### config.mk
export PLATFORM = sky130hd
export DESIGN_NAME = tetris_feeder
export DESIGN_NICKNAME = d
export VERILOG_FILES = /design/src/rtl/tetris_pkg.sv /design/src/rtl/tetris_piece_fifo.sv /design/src/rtl/tetris_feeder.sv
export SDC_FILE = /design/constraint.sdc
export NUM_CORES = 1
export LEC_CHECK = 0
export CORE_ASPECT_RATIO = 0.5
export CORE_MARGIN = 2
export CORE_UTILIZATION = 59
export DETAILED_ROUTE_END_ITERATION = 8
export GPL_TIMING_DRIVEN = 0
export PLACE_DENSITY = 0.76
export SETUP_SLACK_MARGIN = 0.1
export SKIP_CTS_REPAIR_TIMING = 1
export SLEW_MARGIN = 20
export SYNTH_ARGS = -nofsm -noshare
export SYNTH_HDL_FRONTEND = slang
export SYNTH_SLANG_ARGS = --single-unit
### constraint.sdc
create_clock -name clk -period 4 [get_ports clk]
set_input_delay 0.8 -clock clk [delete_from_list [all_inputs] [get_ports clk]]
set_output_delay 0.8 -clock clk [all_outputs]
set_load 0.005 [all_outputs]
### src/rtl/tetris_pkg.sv
// Shared definitions for the tetris feeder: round length, piece geometry, FSM states.
package tetris_pkg;

  localparam int ROUND_LEN = 16;

  typedef enum logic [1:0] {
    IDLE,
    WAIT,
    FLUSH
  } feeder_state_e;

  // Horizontal footprint of each tetromino code, in columns.
  function automatic logic [2:0] piece_width(input logic [2:0] code);
    case (code)
      3'd0:    return 3'd2;
      3'd1:    return 3'd1;
      3'd2:    return 3'd4;
      3'd3:    return 3'd2;
      3'd4:    return 3'd3;
      3'd5:    return 3'd2;
      3'd6:    return 3'd2;
      default: return 3'd3;
    endcase
  endfunction

  // Rightmost legal leftmost-column for a piece.
  function automatic logic [2:0] max_col(input logic [2:0] code);
    return 3'd6 - piece_width(code);
  endfunction

endpackage

### src/rtl/tetris_piece_fifo.sv
// Synchronous FIFO holding {piece, position} entries; pops are refused when empty.
module tetris_piece_fifo #(
  parameter int DEPTH = 16,
  parameter int WIDTH = 6
) (
  input  logic             clk,
  input  logic             rst_n,
  input  logic             push,
  input  logic [WIDTH-1:0] wdata,
  input  logic             pop,
  output logic [WIDTH-1:0] rdata,
  output logic             full,
  output logic             empty
);

  localparam int AW = $clog2(DEPTH);
  localparam logic [AW:0] FULL_COUNT = (AW+1)'(DEPTH);

  logic [WIDTH-1:0] mem [DEPTH];
  logic [AW-1:0]    wr_ptr;
  logic [AW-1:0]    rd_ptr;
  logic [AW:0]      count;
  logic             do_push;
  logic             do_pop;

  assign do_push = push && !full;
  assign do_pop  = pop && !empty;
  assign full    = (count == FULL_COUNT);
  assign empty   = (count == '0);
  assign rdata   = mem[rd_ptr];

  // Storage write.
  // NOTE: the data array has no reset; validity is tracked by count, so clearing it only costs logic.
  always_ff @(posedge clk) begin
    if (do_push) mem[wr_ptr] <= wdata;
  end

  // Pointer and occupancy bookkeeping.
  // NOTE: non-blocking assignments keep every register reading pre-edge values of the others.
  always_ff @(posedge clk or negedge rst_n) begin
    if (!rst_n) begin
      wr_ptr <= '0;
      rd_ptr <= '0;
      count  <= '0;
    end else begin
      if (do_push) wr_ptr <= wr_ptr + AW'(1);
      if (do_pop)  rd_ptr <= rd_ptr + AW'(1);
      case ({do_push, do_pop})
        2'b10:   count <= count + (AW+1)'(1);
        2'b01:   count <= count - (AW+1)'(1);
        default: ;
      endcase
    end
  end

endmodule

### src/rtl/tetris_feeder.sv
// Feeds buffered (piece, position) pairs to the tetris engine one at a time,
// tracks rounds and discards the rest of a round after an engine fail.
module tetris_feeder #(
  parameter int DEPTH     = 16,
  parameter int ROUND_LEN = tetris_pkg::ROUND_LEN
) (
  input  logic       clk,
  input  logic       rst_n,
  input  logic       host_valid,
  output logic       host_ready,
  input  logic [2:0] host_piece,
  input  logic [2:0] host_pos,
  output logic       in_valid,
  output logic [2:0] tetrominoes,
  output logic [2:0] position,
  input  logic       score_valid,
  input  logic       fail,
  input  logic [3:0] score,
  output logic       round_done,
  output logic       round_fail,
  output logic [3:0] round_score,
  output logic       clamped,
  output logic       proto_err
);

  import tetris_pkg::*;

  localparam int IDX_W = $clog2(ROUND_LEN);
  localparam logic [IDX_W-1:0] LAST_IDX = IDX_W'(ROUND_LEN - 1);

  feeder_state_e    state_q, state_d;
  logic [IDX_W-1:0] piece_idx, idx_d;
  logic [IDX_W-1:0] remain, remain_d;
  logic             fifo_pop, fifo_full, fifo_empty;
  logic [5:0]       fifo_rdata;
  logic             issue, round_end;
  logic [2:0]       pop_piece, pop_pos, pop_limit, pop_pos_clamped;
  logic             pop_over;

  tetris_piece_fifo #(.DEPTH(DEPTH), .WIDTH(6)) u_fifo (
    .clk   (clk),
    .rst_n (rst_n),
    .push  (host_valid),
    .wdata ({host_piece, host_pos}),
    .pop   (fifo_pop),
    .rdata (fifo_rdata),
    .full  (fifo_full),
    .empty (fifo_empty)
  );

  assign host_ready      = !fifo_full;
  assign pop_piece       = fifo_rdata[5:3];
  assign pop_pos         = fifo_rdata[2:0];
  assign pop_limit       = max_col(pop_piece);
  assign pop_over        = (pop_pos > pop_limit);
  assign pop_pos_clamped = pop_over ? pop_limit : pop_pos;

  // Next-state and control strobes for the issue / wait / flush sequence.
  // NOTE: every output of this block gets a default first so no path leaves one unassigned (no latch).
  always_comb begin
    state_d   = state_q;
    fifo_pop  = 1'b0;
    issue     = 1'b0;
    round_end = 1'b0;
    idx_d     = piece_idx;
    remain_d  = remain;
    case (state_q)
      IDLE: begin
        if (!fifo_empty) begin
          fifo_pop = 1'b1;
          issue    = 1'b1;
          state_d  = WAIT;
        end
      end
      WAIT: begin
        if (score_valid) begin
          if (fail && piece_idx != LAST_IDX) begin
            remain_d  = LAST_IDX - piece_idx;
            idx_d     = '0;
            round_end = 1'b1;
            state_d   = FLUSH;
          end else if (fail || piece_idx == LAST_IDX) begin
            idx_d     = '0;
            round_end = 1'b1;
            state_d   = IDLE;
          end else begin
            idx_d   = piece_idx + IDX_W'(1);
            state_d = IDLE;
          end
        end
      end
      FLUSH: begin
        if (remain == '0) begin
          idx_d   = '0;
          state_d = IDLE;
        end else if (!fifo_empty) begin
          fifo_pop = 1'b1;
          remain_d = remain - IDX_W'(1);
        end
      end
      default: state_d = IDLE;
    endcase
  end

  // State, round progress, engine-facing outputs and sticky status flags.
  always_ff @(posedge clk or negedge rst_n) begin
    if (!rst_n) begin
      state_q     <= IDLE;
      piece_idx   <= '0;
      remain      <= '0;
      in_valid    <= 1'b0;
      tetrominoes <= '0;
      position    <= '0;
      round_done  <= 1'b0;
      round_fail  <= 1'b0;
      round_score <= '0;
      clamped     <= 1'b0;
      proto_err   <= 1'b0;
    end else begin
      state_q     <= state_d;
      piece_idx   <= idx_d;
      remain      <= remain_d;
      in_valid    <= issue;
      tetrominoes <= issue ? pop_piece : 3'd0;
      position    <= issue ? pop_pos_clamped : 3'd0;
      round_done  <= round_end;
      if (round_end) begin
        round_fail  <= fail;
        round_score <= score;
      end
      if (fifo_pop && pop_over) clamped <= 1'b1;
      if (score_valid && state_q != WAIT) proto_err <= 1'b1;
    end
  end

endmodule

# Word level (Yosys, flattened, before mapping)
# Memory sizes are Yosys's and may differ from the RTL's.
# Index checks and enable logic that the tools add are counted.
# W data, S select, Z words.
dict set report word_totals {
  out_inout_bits 16
  wordCells 91
  input_bits 15
  ff_bits 38
  memories 1
  mem_bits_rw 96
}
dict set report op_classes {
  reduce_logical 18
  n_mux 30
  eq_ne 19
  n_lt_le_gt_ge 1
  add_sub_neg 8
}
# name depth word_bits read_ports rd_clocked_by_memory_dff write_ports line
set memory_table {}
lappend memory_table {u_fifo.mem 16 6 1 0 1 tetris_piece_fifo.sv:19} ;# logic [WIDTH-1:0] mem [DEPTH];
# op count
set ops {}
lappend ops {{$mux W4} 8}
lappend ops {{$pmux W4 S2} 2}
lappend ops {{$add A4 B1 Y4 const B} 3}
lappend ops {{$ne A2 B2 Y1 const B} 6}
lappend ops {{$pmux W5 S2} 1}
lappend ops {{$mux W1} 9}
lappend ops {{$mux W3} 3}
lappend ops {{$pmux W3 S3} 1}
lappend ops {{$mux W2} 4}
lappend ops {{$eq A3 B2 Y1 const B} 2}
lappend ops {{$eq A3 B3 Y1 const B} 2}
lappend ops {{$pmux W2 S3} 1}
lappend ops {{$reduce_and A3 Y1} 2}
lappend ops {{$add A5 B1 Y5 const B} 1}
lappend ops {{$eq A5 B5 Y1 const B} 1}
lappend ops {{$logic_and A1 B1 Y1} 5}
lappend ops {{$logic_not A5 Y1} 1}
lappend ops {{$reduce_and A5 Y1} 1}
lappend ops {{$sub A5 B1 Y5 const B} 1}
lappend ops {{$eq A2 B1 Y1 const B} 2}
lappend ops {{$eq A2 B2 Y1 const B} 2}
lappend ops {{$eq A4 B4 Y1 const B} 1}
lappend ops {{$logic_not A4 Y1} 1}
lappend ops {{$ne A4 B4 Y1 const B} 1}
lappend ops {{other kinds (13)} 15}

# Logic depth before layout (Yosys ltp)
# Gate-level depths: netlist (run 1).
# An unclocked memory read counts as a cell.
dict set report depth {
  ltp_word 8
  mapped_depth 16
}

# Cells and area by module
# Synthesis (run 1) repeated with hierarchy kept, for this count alone.
dict set report unflattened {
  cells_unflattened 397
  area_unflattened_um2 5894.4
}
# module area_per_inst_um2 n_inst cells_each
set by_module_without_submodules {}
lappend by_module_without_submodules {tetris_piece_fifo 4576.9 1 272}
lappend by_module_without_submodules {tetris_feeder 1317.5 1 125}

# Worst setup path before layout (run 1)
# OpenSTA, ideal clock, no wires.
dict set report synth_timing {
  path_kind {reg2reg}
  from {reg u_fifo.rd_ptr[0]}
  to {reg position[1]}
  setup_ns 0.120
  setup_slack_ns 0.926
  path_buffers 2
  path_stages_with_launch 15
  period_less_slack_ns 3.074
  t_arrival_ns 2.953
  path_cell_list {dfrtp_1 buf_6 buf_12 mux4_2 a22oi_2 o21ai_4 nor4_2 a21oi_1 ha_1 a21o_1 a21oi_1 a31oi_1 inv_1 a211o_1 o211a_1}
}
dict set report synth_between {
  elab_chain_cells 8
  word_cells_on_any_way 13
}
# item line
set synth_lines {}
lappend synth_lines {{from (decl)} tetris_piece_fifo.sv:21} ;# logic [AW-1:0] rd_ptr;
lappend synth_lines {{from (signal assigned)} tetris_piece_fifo.sv:47} ;# if (do_pop) rd_ptr <= rd_ptr + AW'(1);
lappend synth_lines {{$mem_v2 Z16 W6 (*)} --}
lappend synth_lines {{$eq A3 B3 Y1, or another cell as far along} tetris_pkg.sv:14} ;# case (code)
lappend synth_lines {{$reduce_or A4 Y1 (no source line)} --}
lappend synth_lines {{$pmux W3 S3} tetris_pkg.sv:14}
lappend synth_lines {{$sub A3 B3 Y3} tetris_pkg.sv:28} ;# return 3'd6 - piece_width(code);
lappend synth_lines {{$gt A3 B3 Y1} tetris_feeder.sv:55} ;# assign pop_over = (pop_pos > pop_limit);
lappend synth_lines {{$mux W3 (*)} tetris_feeder.sv:56} ;# assign pop_pos_clamped = pop_over ? pop_limit : pop_pos;
lappend synth_lines {{$mux W3 (*)} tetris_feeder.sv:125} ;# position <= issue ? pop_pos_clamped : 3'd0;
lappend synth_lines {{to (signal assigned)} tetris_feeder.sv:125}
lappend synth_lines {{to (decl)} tetris_feeder.sv:15} ;# output logic [2:0] position,
# Mark *: on every way between the ends. The rest lies on a longest branch, timed or not.
# A chain may end at the register's enable or synchronous reset.

# Worst setup path in the final report (run 1)
dict set report layout_timing {
  from {reg u_fifo.rd_ptr[1]}
  to {reg position[1]}
}
# The elaborated chain is that of the path after synthesis.

==> results of run 1 <==
==> final cells by class <==
type / count / area, µm² / area share (%)
Clock inverter: 14 / 201.4 / 2.944
Tap cell: 135 / 168.9 / 2.468
Timing Repair Buffer: 31 / 315.3 / 4.608
Multi-Input combinational cell: 198 / 1758 / 25.69
Buffer: 12 / 87.58 / 1.280
Sequential cell: 134 / 3834 / 56.02
Clock buffer: 18 / 429.2 / 6.272
Inverter: 13 / 48.80 / 0.7131
==> cell usage in the layout (no fill, tap or decap), types with 3 or more instances in the layout <==
cell type / instances
buf_2: 3
clkbuf_16: 17
clkinv_4: 6
buf_6: 3
inv_1: 13
a31oi_1: 3
a221oi_2: 3
clkbuf_1: 4
edfxtp_1: 96
o21ai_0: 13
nand2b_1: 6
mux2_2: 6
a21oi_1: 9
and2_1: 3
nand2_1: 20
mux4_2: 21
a21o_1: 6
ha_1: 14
nor2b_1: 4
bufinv_16: 4
nand3_1: 9
clkdlybuf4s50_1: 29
nor2_1: 17
nor3_2: 6
mux2i_1: 12
xor2_1: 4
a221oi_1: 3
dfrtp_1: 38
xnor2_1: 8
nor3_1: 7
==> layer usage <==
metal | up-vias | global-route usage, % | wire, µm
li1 | 1474 | - | -
met4 | 0 | 8.471 | 193
met2 | 156 | 37.64 | 5331
met3 | 18 | 7.953 | 1006
met5 | - | 0 | 0
met1 | 1651 | 32.92 | 4928
==> registers in the layout, summed over array words and instances, names as in the netlist, 2 cells and up <==
name           cells
piece_idx          4
position           3
remain             4
round_score        4
state_q            2
tetrominoes        3
u_fifo.count       5
u_fifo.mem        96
u_fifo.rd_ptr      4
u_fifo.wr_ptr      4
==> per-stage QoR <==
step	worst slack (ps)	power (µW)
after floorplan	926.5	3553
after global placement	213.5	4040
after detailed placement	123.0	4166
after CTS	84.13	5820
after global routing	190.0	6141
final	405.4	5801
==> power by group <==
group	internal [µW]	switching (µW)	total, µW
clock	1050	585	1630
sequential	1770	173	1950
combinational	1010	1220	2220
total	3830	1970	5800
==> logic make-up after synthesis <==
logic type / after synthesis
compound gates: 49
mux: 39
xor+xnor: 12
buf+inv: 25
fa+ha+maj: 15
simple gates: 83
flops: 134
==> how the worst max path moves through the flow <==
| stage | cells after the start | from | end |
|---|---|---|---|
| 2_1_floorplan | 14 | u_fifo.rd_ptr[0]$_DFFE_PN0P_ | position[1]$_DFF_PN0_ |
| 3_3_place_gp | 11 | u_fifo.rd_ptr[1]$_DFFE_PN0P_ | position[1]$_DFF_PN0_ |
| 3_5_place_dp | 11 | u_fifo.rd_ptr[1]$_DFFE_PN0P_ | position[1]$_DFF_PN0_ |
| 4_1_cts | 11 | u_fifo.rd_ptr[1]$_DFFE_PN0P_ | position[1]$_DFF_PN0_ |
| 5_1_grt | 11 | u_fifo.rd_ptr[1]$_DFFE_PN0P_ | position[1]$_DFF_PN0_ |
| 6_report | 11 | u_fifo.rd_ptr[1]$_DFFE_PN0P_ | position[1]$_DFF_PN0_ |
==> out/results.ini, run 1 <==
[global_routing]
grt_pass1_vias = 3282
antenna_found_initial = 0
grt_pass1_wl_um = 17660
grt_overflow = 0
grt_max_degree = 27
grt_usage_pct = 24.23

[finish]
syn2layout_area_growth_pct = 19.91
final_area_mm2 = 0.006843
stdcell_count = 555
fillers = 541
diodes = 0
drive_gt1_share_pct = 19.76
nets = 437
fin_util_pct = 72.68

[run_status]
status = complete, no violations

[worst_setup_path]
path_cells = buf_2 -> clkbuf_2 -> mux4_2 -> mux4_2 -> ha_1 -> a21o_1 -> a21oi_1 -> a31oi_1 -> inv_1 -> a211o_1 -> o211a_1
cp_common_cell = mux4_2
required_ps = 4310
r2r_slack_ps = 410
crit_path_end_kind = register
regToRegStartpoint = u_fifo.rd_ptr[1]$_DFFE_PN0P_
worstSetupStartpointType = register
cpMaxStageDelayCell = mux4_2
crit_path_max_incr_delay_ps = 540
timing.rr.end = position[1]$_DFF_PN0_
critical_path_buf_inv_count = 3
crit_fanout = 10
cpLargestDelayFamily = multiplexers
cp_data_arrival_time_ps = 3900
r2r_cells = 11
worst-setup-path-type = register to register

[placed_design]
placed_area_mm2 = 0.006191
numPortBuffers = 30
place.gp.congestion = 0.8061
dpl.hpwl_um = 7625
place_inst = 523

[sta]
hold_viol = 0
worstMarginPinSlew_ps = 904.7
rsz0062_at_grt = no
min_period_ps = 3595
clock.fmax_mhz = 278.2
slew_viol_final = 0
relSlewSlack_pct = 39.17
tns_ps = 0
fin_crit_sh_pct = 89.86
clock_skew_ps = 6.939
setup_viol = 0
whs_ps = 275.8

[power]
irDropWorstVdd_mv = 0.3564
pwr_density_cell_mw_per_mm2 = 847.8
p_leak_uw = 0.002529

[synthesis]
synth_top_family_by_area = multiplexers
synthAdderAreaFrac_pct = 3.420
synth_edf_count = 96
netlist_area_mm2 = 0.005707
synth_commonest_cells = edfxtp_1, dfrtp_1, mux4_2, nand2_1, nor2_1
yosysSeqAreaShare_pct = 67.18
synth_cells = 357
synth_top_area_share_pct = 50.52
synth.mux.area_fraction_pct = 11.58
synth.distinct_cells = 46
synth_top_area_cell = edfxtp_1
synth-simple-area-share_pct = 7.345
synth-compound-area-share_pct = 6.271
yosysWarnings = 0
synth_area_leaders = edfxtp_1, dfrtp_1, mux4_2, ha_1, mux2i_1
synthFlopType = edfxtp_1
synthArstFlopShare_pct = 28.36
synth_nets = 387
yosys.area_share.xor_xnor_pct = 1.842
ys_ff_latch = 134
yosysMostFrequentCell = edfxtp_1
syn_avg_cell_area_um2 = 15.99

[cts]
numCtsBuffers = 17
clockRootBuffer = clkbuf_16
h-tree-depth = 4
insertion_delay_ps = 420
tritoncts = yes
clock_path_buffers = 2
clk_pin_slew_worst_paths_ps = 60
numClockSinks = 134

[floorplan]
die_h_um = 73.55
core_area_mm2 = 0.009415
die_area_mm2 = 0.01052
initial_utilization_pct = 60.61
dieWidth_um = 143.1
rows = 25
io_pins = 31

[routing]
via_per_inst = 5.944
antenna_left = 0
dr.pass1.iters = 5
first_iter_violations = 364
wire_per_inst_um = 20.65
vias = 3299
drc = 0
wirelength_um = 11460

[job]
cap_violations = 0

[worst_hold_path]
min_path_type = input port to asynchronous set/reset pin

Power figures use the tool's default switching activity.
==> inputs of run 2 (changes only) <==
- ABC_AREA: unset -> 1
- CORE_UTILIZATION: 59 -> 60
- PLACE_DENSITY: 0.76 -> 0.77
- SKIP_LAST_GASP: unset -> 1
==> run 2 against run 1 <==
Net effect:
- largest cell class unchanged
- critical path type unchanged
- via count up 26%
- die area increased by 3.1%
- clock skew up 2.2 ps
- highest routed layer unchanged
==> out/results.ini, run 2 <==
[sta]
clock.fmax_mhz = 312.4  ; was 278.2 MHz
tns_ps = 0  ; unchanged
fin_crit_sh_pct = 80.01  ; was 89.86%
min_period_ps = 3201  ; was 3595 ps
rsz0062_at_grt = no  ; unchanged
worstMarginPinSlew_ps = 739.3  ; was 904.7 ps
hold_viol = 0  ; unchanged
whs_ps = 229.5  ; was 275.8 ps
setup_viol = 0  ; unchanged
slew_viol_final = 0  ; unchanged
clock_skew_ps = 9.148  ; was 6.939 ps
relSlewSlack_pct = 50.53  ; was 39.17%

[synthesis]
synth_cells = 560  ; was 357
synth_commonest_cells = nand2_1, edfxtp_1, inv_1, nand3_1, nor2_1  ; was edfxtp_1, dfrtp_1, mux4_2, nand2_1, nor2_1
synth.distinct_cells = 40  ; was 46
synth_edf_count = 96  ; unchanged
synth_nets = 590  ; was 387
yosysMostFrequentCell = nand2_1  ; was edfxtp_1
synth_area_leaders = edfxtp_1, dfrtp_1, nand2_1, nand3_1, inv_1  ; was edfxtp_1, dfrtp_1, mux4_2, ha_1, mux2i_1
yosysWarnings = 0  ; unchanged
ys_ff_latch = 134  ; unchanged
syn_avg_cell_area_um2 = 10.70  ; was 15.99 µm²
synth_top_area_share_pct = 48.13  ; was 50.52%
yosysSeqAreaShare_pct = 64.01  ; was 67.18%
synth_top_area_cell = edfxtp_1  ; unchanged
netlist_area_mm2 = 0.005989  ; was 0.005707 mm²
synthFlopType = edfxtp_1  ; unchanged
synthArstFlopShare_pct = 28.36  ; unchanged

[finish]
largestRegisters = u_fifo.mem (96), u_fifo.count (5)  ; unchanged
final_common_cell = nand2_1  ; was edfxtp_1
fin_util_pct = 72.73  ; was 72.68%
diodes = 0  ; unchanged
multi_input_area_mm2 = 0.001755  ; was 0.001758 mm²
nets = 640  ; was 437
mostFrequentLayoutCells = nand2_1, edfxtp_1, inv_1, nand3_1, nor2_1  ; was edfxtp_1, dfrtp_1, clkdlybuf4s50_1, mux4_2, nand2_1
stdcell_count = 758  ; was 555
largest_reg_flops = 96  ; unchanged
drive_gt1_share_pct = 10.27  ; was 19.76%
fillers = 647  ; was 541
seqCellArea_mm2 = 0.003834  ; unchanged
syn2layout_area_growth_pct = 16.23  ; was 19.91%
top_register = u_fifo.mem  ; unchanged

[routing]
dr.pass1.iters = 8  ; was 5
wire_per_inst_um = 15.88  ; was 20.65 µm
drc = 0  ; unchanged
vias = 4141  ; was 3,299
first_iter_violations = 364  ; unchanged
antenna_left = 0  ; unchanged
via_per_inst = 5.463  ; was 5.944
wirelength_um = 12040  ; was 11,460 µm

[cts]
h-tree-depth = 4  ; unchanged
clk_pin_slew_worst_paths_ps = 50  ; was 60 ps
insertion_delay_ps = 410  ; was 420 ps
numClockSinks = 134  ; unchanged
clockRootBuffer = clkbuf_16  ; unchanged
tritoncts = yes  ; unchanged
numCtsBuffers = 17  ; unchanged
clock_path_buffers = 2  ; unchanged

[worst_setup_path]
cp_data_arrival_time_ps = 3550  ; was 3900 ps
required_ps = 4350  ; was 4310 ps
crit_fanout = 10  ; unchanged
worstSetupStartpointType = register  ; unchanged
worst-setup-path-type = register to register  ; unchanged
crit_path_end_kind = register  ; unchanged

[floorplan]
initial_utilization_pct = 62.58  ; was 60.61%
die_area_mm2 = 0.01085  ; was 0.01052 mm²
rows = 25  ; unchanged
io_pins = 31  ; unchanged
core_area_mm2 = 0.009572  ; was 0.009415 mm²
dieWidth_um = 145.3  ; was 143.1 µm
die_h_um = 74.65  ; was 73.55 µm

[global_routing]
use_met3_pct = 7.515  ; was 7.953%
grt_pass1_wl_um = 19440  ; was 17,660 µm
antenna_found_initial = 0  ; unchanged
use_met2_pct = 38.70  ; was 37.64%
use_met1_pct = 31.75  ; was 32.92%
grt.busiest_layer = met2  ; unchanged
grt_max_degree = 34  ; was 27
grt_overflow = 0  ; unchanged
grt_pass1_vias = 3942  ; was 3,282
grt_usage_pct = 24.16  ; was 24.23%

[placed_design]
place_inst = 726  ; was 523
numPortBuffers = 30  ; unchanged
dpl.hpwl_um = 8112  ; was 7625 µm
place.gp.congestion = 0.8365  ; was 0.8061

[run_status]
status = complete, no violations  ; unchanged

[power]
irDropWorstVdd_mv = 0.4198  ; was 0.3564 mV
p_leak_uw = 0.002925  ; was 0.002529 µW
pwr_density_cell_mw_per_mm2 = 805.3  ; was 847.8 mW/mm²

[job]
cap_violations = 0  ; unchanged

[worst_hold_path]
min_path_type = input port to asynchronous set/reset pin  ; unchanged

-- run 2: cell types whose count changed after synthesis, moves of 6 or more --
cell      change
o21ai_0      +14
nor2_1       +25
nor3_1       -10
buf_4         +7
nand2_1     +110
xnor2_1       -6
inv_1        +50
nand3_1      +46
mux4_2       -21
o211ai_1      +9
nand2b_1      -6
mux2_2        -6
nand2_2       +9
mux2i_1      -12
-- run 2: worst paths after layout --
kind | from | end | slack (ps) | cells after the start
worst max register to register | u_fifo.rd_ptr[2]$_DFFE_PN0P_ | position[1]$_DFF_PN0_ | 800 | 18
worst min-delay path | rst_n | u_fifo.rd_ptr[3]$_DFFE_PN0P_ | 230 | 1
worst min register to register | round_score[0]$_DFFE_PN0P_ | round_score[0]$_DFFE_PN0P_ | 480 | 2
max in group asynchronous | rst_n | u_fifo.count[2]$_DFFE_PN0P_ | 3350 | 2
min in group clk | round_score[0]$_DFFE_PN0P_ | round_score[0]$_DFFE_PN0P_ | 480 | 2
worst max-delay path | u_fifo.rd_ptr[2]$_DFFE_PN0P_ | position[1]$_DFF_PN0_ | 800 | 18
-- run 2: logic make-up (layout without fill, tap and decap cells) --
| kind of cell | after synthesis | after routing | share of synthesized area (%) |
|---|---|---|---|
| xor gates and xnor gates | 9 | 9 | 1.316 |
| adders and majority gates | 15 | 15 | 3.259 |
| AOI/OAI and AO/OA | 70 | 70 | 7.082 |
| buffers and inverters | 85 | 148 | 6.685 |
| DFF | 134 | 134 | 64.01 |
| and+or+nand+nor | 247 | 247 | 17.65 |
-- run 2: per-layer routing --
metal,vias to the layer above,share of wire (%)
li1,1989,-
met2,183,46
met3,28,8.6
met5,-,0
met4,0,1.6
met1,1941,44
-- run 2: layout make-up --
type	count	share of cell area, %
sequential	134	55.07
multi-input combinational	341	25.22
clock buffer	26	6.596
timing repair buffer	31	4.529
inverter	67	3.720
tap	135	2.426
buffer	18	2.031
clock inverter	6	0.4134
-- run 2: through the flow --
stage          setup slack (ps)  instance area, µm²  power (µW)
2_1_floorplan              1464                5989        3628
3_3_place_gp              912.4                6459        4218
3_5_place_dp              828.8                6474        4287
4_1_cts                   811.1                6962        5603
5_1_grt                   538.0                6962        5993
6_report                  799.5                6962        5606
-- run 2: worst max-delay path: stages, from the launching register on --
cell,delay (ps)
dfrtp_1,320
clkbuf_2,200
buf_1,460
o211ai_1,240
nand3_1,110
nand2_1,130
inv_1,140
nand3_2,90
nand2_2,100
inv_1,50
ha_1,270
nand2_1,70
nor2_1,80
inv_1,50
a32oi_1,420
inv_1,140
a21oi_1,140
o21ai_1,80
inv_1,50
-- run 2: power breakdown --
part,internal [µW],switching [µW]
logic,862,1530
clock network,782,523
registers,1770,141
total,3410,2190
==> inputs of run 3 (changes only) <==
- CORE_UTILIZATION: 60 -> 54
- PLACE_DENSITY: 0.77 -> 0.73
- clock period: 4 -> 2.55 ns (I/O delays scaled with it)
==> run 3 against run 2 <==
Net effect:
- the flow now finishes with violations (setup timing)
- fmax up 14%
- cell area is 8.4% higher
- combinational power rose by 130%
- non-clock buffer count increased by 20
- via count is 3.8% higher
- sequential power rose by 59%
- setup slack got worse by 1000 ps
- utilization fell by 3.6 points
- routed wire length grew 14%
- clock-buffer cell count down 3
- clock skew decreased by 0.58 ps
- sequential cell count unchanged
- highest routed layer unchanged
==> out/results.ini, run 3 (synthesis gave the netlist of run 2 again) <==
[finish]
fin_util_pct = 69.17  ; was 72.73%
nets = 660  ; was 640
mostFrequentLayoutCells = nand2_1, edfxtp_1, inv_1, nand3_1, nor2_1  ; unchanged
largestRegisters = u_fifo.mem (96), u_fifo.count (5)  ; unchanged
stdcell_count = 788  ; was 758
fillers = 741  ; was 647
final_common_cell = nand2_1  ; unchanged
seqCellArea_mm2 = 0.003836  ; was 0.003834 mm²
drive_gt1_share_pct = 20.68  ; was 10.27%
top_register = u_fifo.mem  ; unchanged
largest_reg_flops = 96  ; unchanged
syn2layout_area_growth_pct = 26.01  ; was 16.23%
final_area_mm2 = 0.007547  ; was 0.006962 mm²
diodes = 0  ; unchanged
multi_input_area_mm2 = 0.002001  ; was 0.001755 mm²

[routing]
wire_per_inst_um = 17.42  ; was 15.88 µm
vias = 4297  ; was 4,141
first_iter_violations = 404  ; was 364
wirelength_um = 13730  ; was 12,040 µm
drc = 0  ; unchanged
via_per_inst = 5.453  ; was 5.463
antenna_left = 0  ; unchanged
dr.pass1.iters = 5  ; was 8

[floorplan]
die_h_um = 78.47  ; was 74.65 µm
core_area_mm2 = 0.01091  ; was 0.009572 mm²
initial_utilization_pct = 54.89  ; was 62.58%
die_area_mm2 = 0.01200  ; was 0.01085 mm²
io_pins = 31  ; unchanged
dieWidth_um = 152.9  ; was 145.3 µm
rows = 27  ; was 25

[worst_setup_path]
worstSetupStartpointType = register  ; unchanged
cp_data_arrival_time_ps = 3140  ; was 3550 ps
crit_fanout = 10  ; unchanged
crit_path_end_kind = register  ; unchanged
worst-setup-path-type = register to register  ; unchanged
r2r_slack_ps = -250  ; was 800 ps
required_ps = 2890  ; was 4350 ps

[sta]
min_period_ps = 2798  ; was 3201 ps
whs_ps = 472.5  ; was 229.5 ps
fin_crit_sh_pct = 109.7  ; was 80.01%
hold_viol = 0  ; unchanged
clock_skew_ps = 8.572  ; was 9.148 ps
relSlewSlack_pct = 50.35  ; was 50.53%
worstMarginPinSlew_ps = 742.1  ; was 739.3 ps
rsz0062_at_grt = yes  ; was no
clock.fmax_mhz = 357.3  ; was 312.4 MHz
setup_viol = 4  ; was 0
layout_setup_ws_ps = -248.5  ; was 799.5 ps
slew_viol_final = 0  ; unchanged

[global_routing]
antenna_found_initial = 0  ; unchanged
grt_pass1_wl_um = 20570  ; was 19,440 µm
grt_usage_pct = 23.01  ; was 24.16%
grt_pass1_vias = 4067  ; was 3,942
grt_overflow = 0  ; unchanged
grt_max_degree = 32  ; was 34

[placed_design]
placed_area_mm2 = 0.006494  ; was 0.006474 mm²
pre_cts_slack_ps = -406.2  ; was 828.8 ps
place.gp.congestion = 0.7998  ; was 0.8365
numPortBuffers = 30  ; unchanged
place_inst = 736  ; was 726
dpl.hpwl_um = 8436  ; was 8112 µm

[run_status]
status = finished, violations left  ; was complete, no violations
violations = setup timing

[cts]
clockRootBuffer = clkbuf_16  ; unchanged
tritoncts = yes  ; unchanged
h-tree-depth = 4  ; unchanged
numClockSinks = 134  ; unchanged
numCtsBuffers = 17  ; unchanged
clock_path_buffers = 2  ; unchanged
insertion_delay_ps = 420  ; was 410 ps
clk_pin_slew_worst_paths_ps = 50  ; about the same

[worst_hold_path]
min_path_type = register to register  ; was input port to asynchronous set/reset pin

[job]
cap_violations = 0  ; unchanged

[power]
irDropWorstVdd_mv = 1.173  ; was 0.4198 mV
p_leak_uw = 0.003135  ; was 0.002925 µW
pwr_density_cell_mw_per_mm2 = 1467  ; was 805.3 mW/mm²

run 3: power by group:
part / switching, µW / leakage (µW) / internal, µW
combinational: 3210 / 0.00152 / 2360
clock: 882 / 0.000287 / 1580
sequential: 256 / 0.00133 / 2780
run 3: metal layers:
metal / up-vias / share of wire [%] / wire length (µm) / track usage (%)
li1: 2028 / - / - / -
met1: 2045 / 42 / 5759 / 29.97
met2: 196 / 48 / 6637 / 36.77
met3: 28 / 7.7 / 1062 / 6.295
met4: 0 / 2.0 / 269 / 10.19
met5: - / 0 / 0 / 0
run 3: path summary, 6_finish.rpt:
kind	depth (start not counted)	to	from
hold / removal	2	round_score[0]$_DFFE_PN0P_	round_score[0]$_DFFE_PN0P_
setup reg to reg	18	position[2]$_DFF_PN0_	u_fifo.rd_ptr[0]$_DFFE_PN0P_
min in group asynchronous	2	u_fifo.rd_ptr[1]$_DFFE_PN0P_	rst_n
hold reg to reg	2	round_score[0]$_DFFE_PN0P_	round_score[0]$_DFFE_PN0P_
max in group asynchronous	3	u_fifo.count[1]$_DFFE_PN0P_	rst_n
setup / recovery	18	position[2]$_DFF_PN0_	u_fifo.rd_ptr[0]$_DFFE_PN0P_
run 3: critical path, cell delays in order, from the launching register on:
cell      delay (ps)
dfrtp_1          390
buf_6            160
buf_8            140
o211ai_1         220
o211ai_1         150
nand3_1          140
nand2_2          120
inv_2            110
nand3_4           80
nand2_4          120
inv_4             40
ha_4             260
nand2_4           60
nor2_4           110
inv_2             50
a32oi_4          250
buf_6            150
o21ai_2           50
a21oi_2          110
run 3: metrics by stage:
step / total power (µW) / setup TNS [ps]
after floorplan: 5761 / 0
after detailed placement: 6854 / -1502
after global placement: 6693 / -4184
after CTS: 9322 / -1675
after global routing: 11730 / -1180
final: 11070 / -909.4
run 3: layout make-up:
type,instances,area share [%]
Buffer,18,2.304
Clock buffer,23,6.200
Clock inverter,9,1.658
Inverter,67,3.564
Multi-Input combinational cell,341,26.51
Sequential cell,134,50.83
Tap cell,145,2.404
Timing Repair Buffer,51,6.532
